--- src/rtl/pic_screen_fetch.sv ---
// Full-screen picture fetch: maps the VGA raster onto a 320x240 picture shown 2x scaled,
// selects the picture for the current scene (with two-phase title/lose animations) and
// realigns the ROM read data with the delayed valid. Raster to vga_rgb latency is 3 clocks.
module pic_screen_fetch #(
   parameter int unsigned IMG_W       = 320,
   parameter int unsigned IMG_H       = 240,
   parameter int unsigned ANIM_FRAMES = 30
) (
   input  logic        clk_25m,
   input  logic        rst_n,
   input  logic [9:0]  h_cnt,
   input  logic [9:0]  v_cnt,
   input  logic        valid,
   input  logic [1:0]  scene,
   output logic [16:0] addr,
   input  logic [11:0] pix_sco,
   input  logic [11:0] pix_ti1,
   input  logic [11:0] pix_ti2,
   input  logic [11:0] pix_en1,
   input  logic [11:0] pix_en2,
   input  logic [11:0] pix_win,
   output logic [11:0] vga_rgb,
   output logic        rgb_valid
);

   localparam int unsigned CntW = (ANIM_FRAMES > 1) ? $clog2(ANIM_FRAMES) : 1;
   localparam logic [CntW-1:0] CntLast = CntW'(ANIM_FRAMES - 1);

   typedef enum logic [1:0] {
      SceneTitle = 2'd0,
      SceneScore = 2'd1,
      SceneLose  = 2'd2,
      SceneWin   = 2'd3
   } scene_e;

   typedef enum logic [2:0] {
      PicSco = 3'd0,
      PicTi1 = 3'd1,
      PicTi2 = 3'd2,
      PicEn1 = 3'd3,
      PicEn2 = 3'd4,
      PicWin = 3'd5
   } pic_e;

   // Scene / animation state
   scene_e          scene_q, scene_d;
   logic            phase_q, phase_d;
   logic [CntW-1:0] fcnt_q, fcnt_d;
   logic            frame_tick;

   // Pipeline
   logic [16:0] addr_d;
   logic        in_area;
   logic [16:0] row_base;
   logic [16:0] col_off;
   pic_e        pic_d;
   logic        valid_s1, valid_s2;
   pic_e        pic_s1, pic_s2;
   logic [11:0] pix_sel;
   logic [11:0] rgb_d;

   assign frame_tick = (h_cnt == 10'd0) && (v_cnt == 10'd0);

   // Frame tick bookkeeping: scene latches only at frame start, counter/phase advance per frame
   always_comb begin
      scene_d = scene_q;
      phase_d = phase_q;
      fcnt_d  = fcnt_q;
      if (frame_tick) begin
         if (scene_e'(scene) != scene_q) begin
            scene_d = scene_e'(scene);
            phase_d = 1'b0;
            fcnt_d  = '0;
         end else if (fcnt_q == CntLast) begin
            fcnt_d  = '0;
            phase_d = ~phase_q;
         end else begin
            fcnt_d  = fcnt_q + 1'b1;
         end
      end
   end

   // Scene / animation state register
   always_ff @(posedge clk_25m or negedge rst_n) begin
      if (!rst_n) begin
         scene_q <= SceneTitle;
         phase_q <= 1'b0;
         fcnt_q  <= '0;
      end else begin
         scene_q <= scene_d;
         phase_q <= phase_d;
         fcnt_q  <= fcnt_d;
      end
   end

   // Picture select; uses next-state values so a tick's update applies to that first pixel
   always_comb begin
      pic_d = PicSco;
      unique case (scene_d)
         SceneTitle: pic_d = phase_d ? PicTi2 : PicTi1;
         SceneScore: pic_d = PicSco;
         SceneLose:  pic_d = phase_d ? PicEn2 : PicEn1;
         SceneWin:   pic_d = PicWin;
         default:    pic_d = PicSco;
      endcase
   end

   // Raster to ROM address: halve both coordinates for the 2x scaling
   always_comb begin
      in_area  = valid && (32'(h_cnt) < 2 * IMG_W) && (32'(v_cnt) < 2 * IMG_H);
      row_base = 17'(v_cnt[9:1]) * 17'(IMG_W);
      col_off  = 17'(h_cnt[9:1]);
      addr_d   = in_area ? (row_base + col_off) : 17'd0;
   end

   // Stage 1: address to ROMs, valid and select
   always_ff @(posedge clk_25m or negedge rst_n) begin
      if (!rst_n) begin
         addr     <= 17'd0;
         valid_s1 <= 1'b0;
         pic_s1   <= PicSco;
      end else begin
         addr     <= addr_d;
         valid_s1 <= valid;
         pic_s1   <= pic_d;
      end
   end

   // Stage 2: match the one-cycle ROM read latency
   always_ff @(posedge clk_25m or negedge rst_n) begin
      if (!rst_n) begin
         valid_s2 <= 1'b0;
         pic_s2   <= PicSco;
      end else begin
         valid_s2 <= valid_s1;
         pic_s2   <= pic_s1;
      end
   end

   // ROM data mux, blanked outside the active area
   always_comb begin
      pix_sel = 12'h000;
      unique case (pic_s2)
         PicSco:  pix_sel = pix_sco;
         PicTi1:  pix_sel = pix_ti1;
         PicTi2:  pix_sel = pix_ti2;
         PicEn1:  pix_sel = pix_en1;
         PicEn2:  pix_sel = pix_en2;
         PicWin:  pix_sel = pix_win;
         default: pix_sel = 12'h000;
      endcase
      rgb_d = valid_s2 ? pix_sel : 12'h000;
   end

   // Stage 3: registered RGB to the pins
   always_ff @(posedge clk_25m or negedge rst_n) begin
      if (!rst_n) begin
         vga_rgb   <= 12'h000;
         rgb_valid <= 1'b0;
      end else begin
         vga_rgb   <= rgb_d;
         rgb_valid <= valid_s2;
      end
   end

endmodule
--- config.mk ---
export PLATFORM = sky130hd
export DESIGN_NAME = pic_screen_fetch
export DESIGN_NICKNAME = d
export VERILOG_FILES = /design/src/rtl/pic_screen_fetch.sv
export SDC_FILE = /design/constraint.sdc
export NUM_CORES = 1
export LEC_CHECK = 0
export CAP_MARGIN = 20
export CORE_MARGIN = 10
export CORE_UTILIZATION = 35
export CTS_CLUSTER_DIAMETER = 60
export DETAILED_ROUTE_END_ITERATION = 10
export GPL_TIMING_DRIVEN = 0
export PLACE_DENSITY = 0.71
export SYNTH_ARGS = -nofsm -noshare
export SYNTH_HDL_FRONTEND = slang
export SYNTH_SLANG_ARGS = --single-unit
export TNS_END_PERCENT = 50
--- constraint.sdc ---
create_clock -name clk_25m -period 5 [get_ports clk_25m]
set_input_delay 1 -clock clk_25m [delete_from_list [all_inputs] [get_ports clk_25m]]
set_output_delay 1 -clock clk_25m [all_outputs]
set_load 0.05 [all_outputs]
# Word-level counts from Yosys, hierarchy flattened
# Cells that the tools add are included.
[totals]
inputBits = 97
register_bits = 46
word_cells = 46
[classes]
n_reduce_logical = 7
mul = 1
n_addsub = 2
n_eq_ne = 10
n_mux = 13
order_cmp = 2
n_bitwise = 1
[op_table]
columns = ["op", "count"]
rows = [
  ["12-bit case mux with 6 select lines", 1],
  ["10-bit logical NOT", 2],
  ["17-bit by 9-bit adder with 17-bit output", 1],
  ["17-bit 2-to-1 mux", 1],
  ["12-bit 2-to-1 mux", 1],
  ["3-bit case mux with 4 select lines", 1],
  ["9-bit by 3-bit multiplier with 11-bit output (second input constant)", 1],
  ["10-bit less-than comparator (second input constant)", 1],
  ["10-bit by 9-bit less-than comparator with 1-bit output (second input constant)", 1],
  ["5-bit 2-to-1 mux", 2],
  ["3-bit by 2-bit == test with 1-bit output (second input constant)", 2],
  ["3-bit == test (second input constant)", 2],
  ["2-bit 2-to-1 mux", 3],
  ["5-bit by 1-bit adder with 5-bit output (second input constant)", 1],
  ["5-bit == test (second input constant)", 1],
  ["2-bit == test (second input constant)", 2],
  ["3-bit by 1-bit == test with 1-bit output (second input constant)", 1],
  ["1-bit logical AND", 3],
  ["3-bit logical NOT", 1],
  ["1-bit 2-to-1 mux", 3],
  ["3-bit 2-to-1 mux", 1],
  ["2-bit by 1-bit == test with 1-bit output (second input constant)", 1],
  ["2-bit logical NOT", 1],
  ["2-bit inequality test", 1],
  ["1-bit inverter", 1],
]

# Logic depth before layout (Yosys ltp)
[depth]
ltp_word = 6
mapped_depth = 8
ltp_nobuf = 8

# Least setup slack after synthesis
# OpenSTA, ideal clock, no wires.
[synth_path]
kind = "input to register"
start = "input v_cnt[2]"
end = "register addr[16]"
setup_time_ps = 79
stages = 8
path_buffers = 0
slack_ps = 1879
arrival_ps = 3041
required_ps = 4921
path_cell_list = "ha_1 -> ha_1 -> fa_1 -> xor2_1 -> nand4_1 -> or3_1 -> nor4_1 -> mux2i_1"
[synth_via]
elab_chain_len = 3
elab_cells_between_ends = 5
[synth_rtl]
columns = ["item", "line", "text"]
rows = [
  ["from (decl)", "12", "input logic [9:0] v_cnt,"],
  ["9-bit by 3-bit multiplier with 11-bit output or 10-bit by 9-bit less-than comparator with 1-bit output (tied branches)", "111, 110", ""],
  ["17-bit by 9-bit adder with 17-bit output or 1-bit logical AND (tied branches)", "113, 110", ""],
  ["17-bit 2-to-1 mux *", "113", "addr_d = in_area ? (row_base + col_off) : 17'd0;"],
  ["named net addr_d[16]", "52", "logic [16:0] addr_d;"],
  ["to (signal assigned)", "123", "addr <= addr_d;"],
  ["to (decl)", "15", "output logic [16:0] addr,"],
]
# Mark *: on every way through the listed nets, which the timed path passes. The rest lies on a longest branch.
# A chain may end at the register's enable or synchronous reset.

# Worst setup path in the final report
# Same ends and word-level chain as after synthesis.

==> results.md <==
* Critical path start-end classification: in -> reg
* Final WS setup at 1.26 ns
* Element type at the critical path start: input port
* Clock network latency to the later pin of the worst-skew pair at 0.30 ns
* Synth Flop Type: dfrtp_1
* Max-cap check violation count at 0
* Initial core utilization at 0.357
* Kind of capture point of the worst setup path: flip-flop
* Synthesis Warnings at 0
* CTS Buf Count at 5
* GR Util met1 at 0.203
* Post-CTS setup buffer count at 0
* Worst endpoint required time at 5.22 ns
* Violation count after the first detailed-routing iteration at 126
* GRT Resource Usage Total at 0.156
* Maximum vdd ir drop at 0.116 mV
* Number of global-route vias before repair at 3026
* Drc violations at 0
* Area enclosed by the die boundary at 12400 um^2
* Slew HR at 0.573
* RSZ-0062 raised after global routing: no
* FP Rows at 33
* Initial antenna violation count at 0
* Max Clock Freq at 0.267 GHz
* Slew at the pin closest to its max-slew limit at 0.635 ns
* Worst-case clock buffer depth at 2
* Post-detailed-placement half-perimeter wirelength at 8170 um
* Post-synthesis cell type count at 51
* Total placed instance area at 4330 um^2
* Buf/Inv on CP at 1
* Critical path arrival at 3.96 ns
* CP Capture Point: addr[16]$_DFF_PN0_
* Final setup skew at 0.00306 ns
* Final count of negative-setup-slack endpoints at 0
* Syn_area_per_cell at 10.3 um^2
* Startpoint of the lowest-slack register-to-register path: pic_s2[0]$_DFF_PN0_
* Stages on worst setup path at 9
* Post-route minimum period at 3.74 ns
* Cells after synthesis at 284
* Standard cell with the maximum stage delay on the critical path: clkdlybuf4s50_1
* Wire length after detailed routing at 9740 um
* Library cell with the largest summed area after synthesis: dfrtp_1
* Area grow syn2layout at 51.3%
* Placed insts at 516
* Number of hold buffers added after CTS at 0
* Total I/O pin count at 127
* Vias at 2743
* WL per Instance at 18.6 um
* Largest net degree at the start of global routing at 34
* Clk slew on worst S/H paths at 0.09 ns
* Final GP Congestion at 0.903
* Register-to-register setup slack at 2.98 ns
* Post-cts sizing count at 0
* Synthesized flop and latch total at 46
* Global-route layer with the greatest usage: met2
* Critical path launch point: v_cnt[2]
* Number of antenna cells inserted at 0
* Kind of cell adding the most delay to the critical path: adder cells
* Antenna Violating Nets Remaining at 0
* CTS HTree Levels at 2
* Max Transition Viols Final at 0
* TritonRoute pass-1 iters at 4
* Final cell area excluding filler cells at 4420 um^2
* Minimum setup slack after placement at 0.931 ns
* CTS Sinks at 46
* Number of synthesized flops with an enable pin at 0
* Total power after layout at 0.000923 W
* Reg-to-Reg End: vga_rgb[7]$_DFF_PN0_
* Via density per instance at 5.23
* Synthesized area at 2920 um^2
* Sum of overflow across all layers after global routing at 0
* Area share of the largest cell type after synthesis at 0.394
* Worst Path Max Fanout at 4
* Met3 global-route usage at 0.0525
* Fraction of registers with async set or reset after synthesis at 1.00
* Number of cells traversed by the worst register-to-register path at 6
* Post-Synthesis Net Count at 402
* Clock tree root buffer cell: clkbuf_8
* Placeable Area at 8180 um^2
* Fin crit share at 0.748
* Sum of negative setup slack at 0 ns
* Status: completed
* Type of the most critical hold path: reg -> reg
* Count of input and output buffers at 126
* Chip Width at 111 um
* Power density over the cells at 209 nW/um^2
* P_leak at 1.93 nW
* Count of non-filler cells in the finished layout at 524
* Register area share after synthesis at 0.394
* Cell repeated most along the worst path: ha_1
* Clock tree from TritonCTS: yes
* CP cell instances: clkdlybuf4s50_1 > ha_1 > ha_1 > fa_1 > a211oi_1 > nor2_1 > xnor2_1 > nor4_1 > mux2i_1
* Maximum cell stage delay along the critical path at 0.50 ns
* Met2 routing resource usage after global routing at 0.243
* Wire length of the first global-routing pass at 15900 um
* Final hold violations at 0
* Fraction of layout instances using a drive strength above 1 at 0.0716
* Die Y-Extent at 111 um
* Number of nets in the finished design at 536
* Leading post-synthesis cells by cell area: dfrtp_1 (39%), ha_1 (8.1%), mux2i_1 (5.5%)
[how the worst min path moves through the flow]
stage / startpoint / to / cells after the start
6_report: pic_s1[2]$_DFF_PN0_ / pic_s2[2]$_DFF_PN0_ / 0
5_1_grt: valid_s1$_DFF_PN0_ / valid_s2$_DFF_PN0_ / 0
4_1_cts: pic_s1[2]$_DFF_PN0_ / pic_s2[2]$_DFF_PN0_ / 0
3_5_place_dp: pic_s1[2]$_DFF_PN0_ / pic_s2[2]$_DFF_PN0_ / 0
3_3_place_gp: pic_s1[0]$_DFF_PN0_ / pic_s2[0]$_DFF_PN0_ / 0
2_1_floorplan: pic_s1[0]$_DFF_PN0_ / pic_s2[0]$_DFF_PN0_ / 0
[cells by family (layout without fill, tap and decap cells)]
kind of cell               Yosys count  in the layout  share of synthesized area
AOI/OAI and AO/OA                   64             64                      0.150
buffers and inverters               22            157                     0.0309
xor gates and xnor gates            11             11                     0.0330
muxes                               27             27                      0.120
and+or+nand+nor                     93             93                      0.176
DFF                                 46             46                      0.394
adders and majority gates           21             21                     0.0952
[Yosys cell counts (all sizes together) (5+ instances only)]
cell type,instances
inv,12
o22ai,8
clkbuf,5
or3,5
o21ai,16
ha,19
mux2,5
and2,20
xor2,5
nor2b,6
nand3,8
nor2,20
nand2,8
nor4,8
mux4,6
xnor2,6
dfrtp,46
mux2i,16
buf,5
a21oi,7
[metal layers]
metal	up-vias	wire, um
met5	-	0
met2	120	4280
met1	1298	4480
li1	1316	-
met3	9	880
met4	0	106
[final cells by class]
| cell class | count | area (um^2) |
|---|---|---|
| fillers | 743 | 3760 |
| multi-input cells | 216 | 1680 |
| repair buffers | 127 | 1280 |
| flip-flops and latches | 46 | 1150 |
| well taps | 105 | 131 |
| clock buffers | 5 | 68.8 |
| plain buffers | 10 | 45.0 |
| inverters | 12 | 45.0 |
| clock inverters | 3 | 21.3 |
[placed cells by master, fill, tap and decap left out, drive strengths merged, types with 7 or more instances in the layout]
cell           instances
a21oi                  7
and2                  20
buf                    7
clkbuf                10
clkdlybuf4s50        125
dfrtp                 46
ha                    19
inv                   12
mux2i                 16
nand2                  8
nand3                  8
nor2                  20
nor4                   8
o21ai                 16
o22ai                  8
[report_power, final]
group	internal (W)	switching, W	leakage (nW)
registers	0.000384	0.00000389	0.602
logic	0.000154	0.000153	1.29
clock network	0.0000983	0.000129	0.0441
total	0.000637	0.000286	1.93
[sequential cells by signal, summed over array words and instances, names as in the netlist]
name       count
valid_s2       1
addr          17
pic_s2         3
vga_rgb       12
rgb_valid      1
phase_q        1
scene_q        2
fcnt_q         5
valid_s1       1
pic_s1         3
[per-stage QoR]
stage	hold slack [ns]	utilization
2_1_floorplan	0.331	-
3_3_place_gp	0.334	0.527
6_report	0.356	0.540
4_1_cts	0.361	0.540
3_5_place_dp	0.340	0.529
5_1_grt	0.371	0.540
No activity file was read; power rests on OpenSTA's default activity.
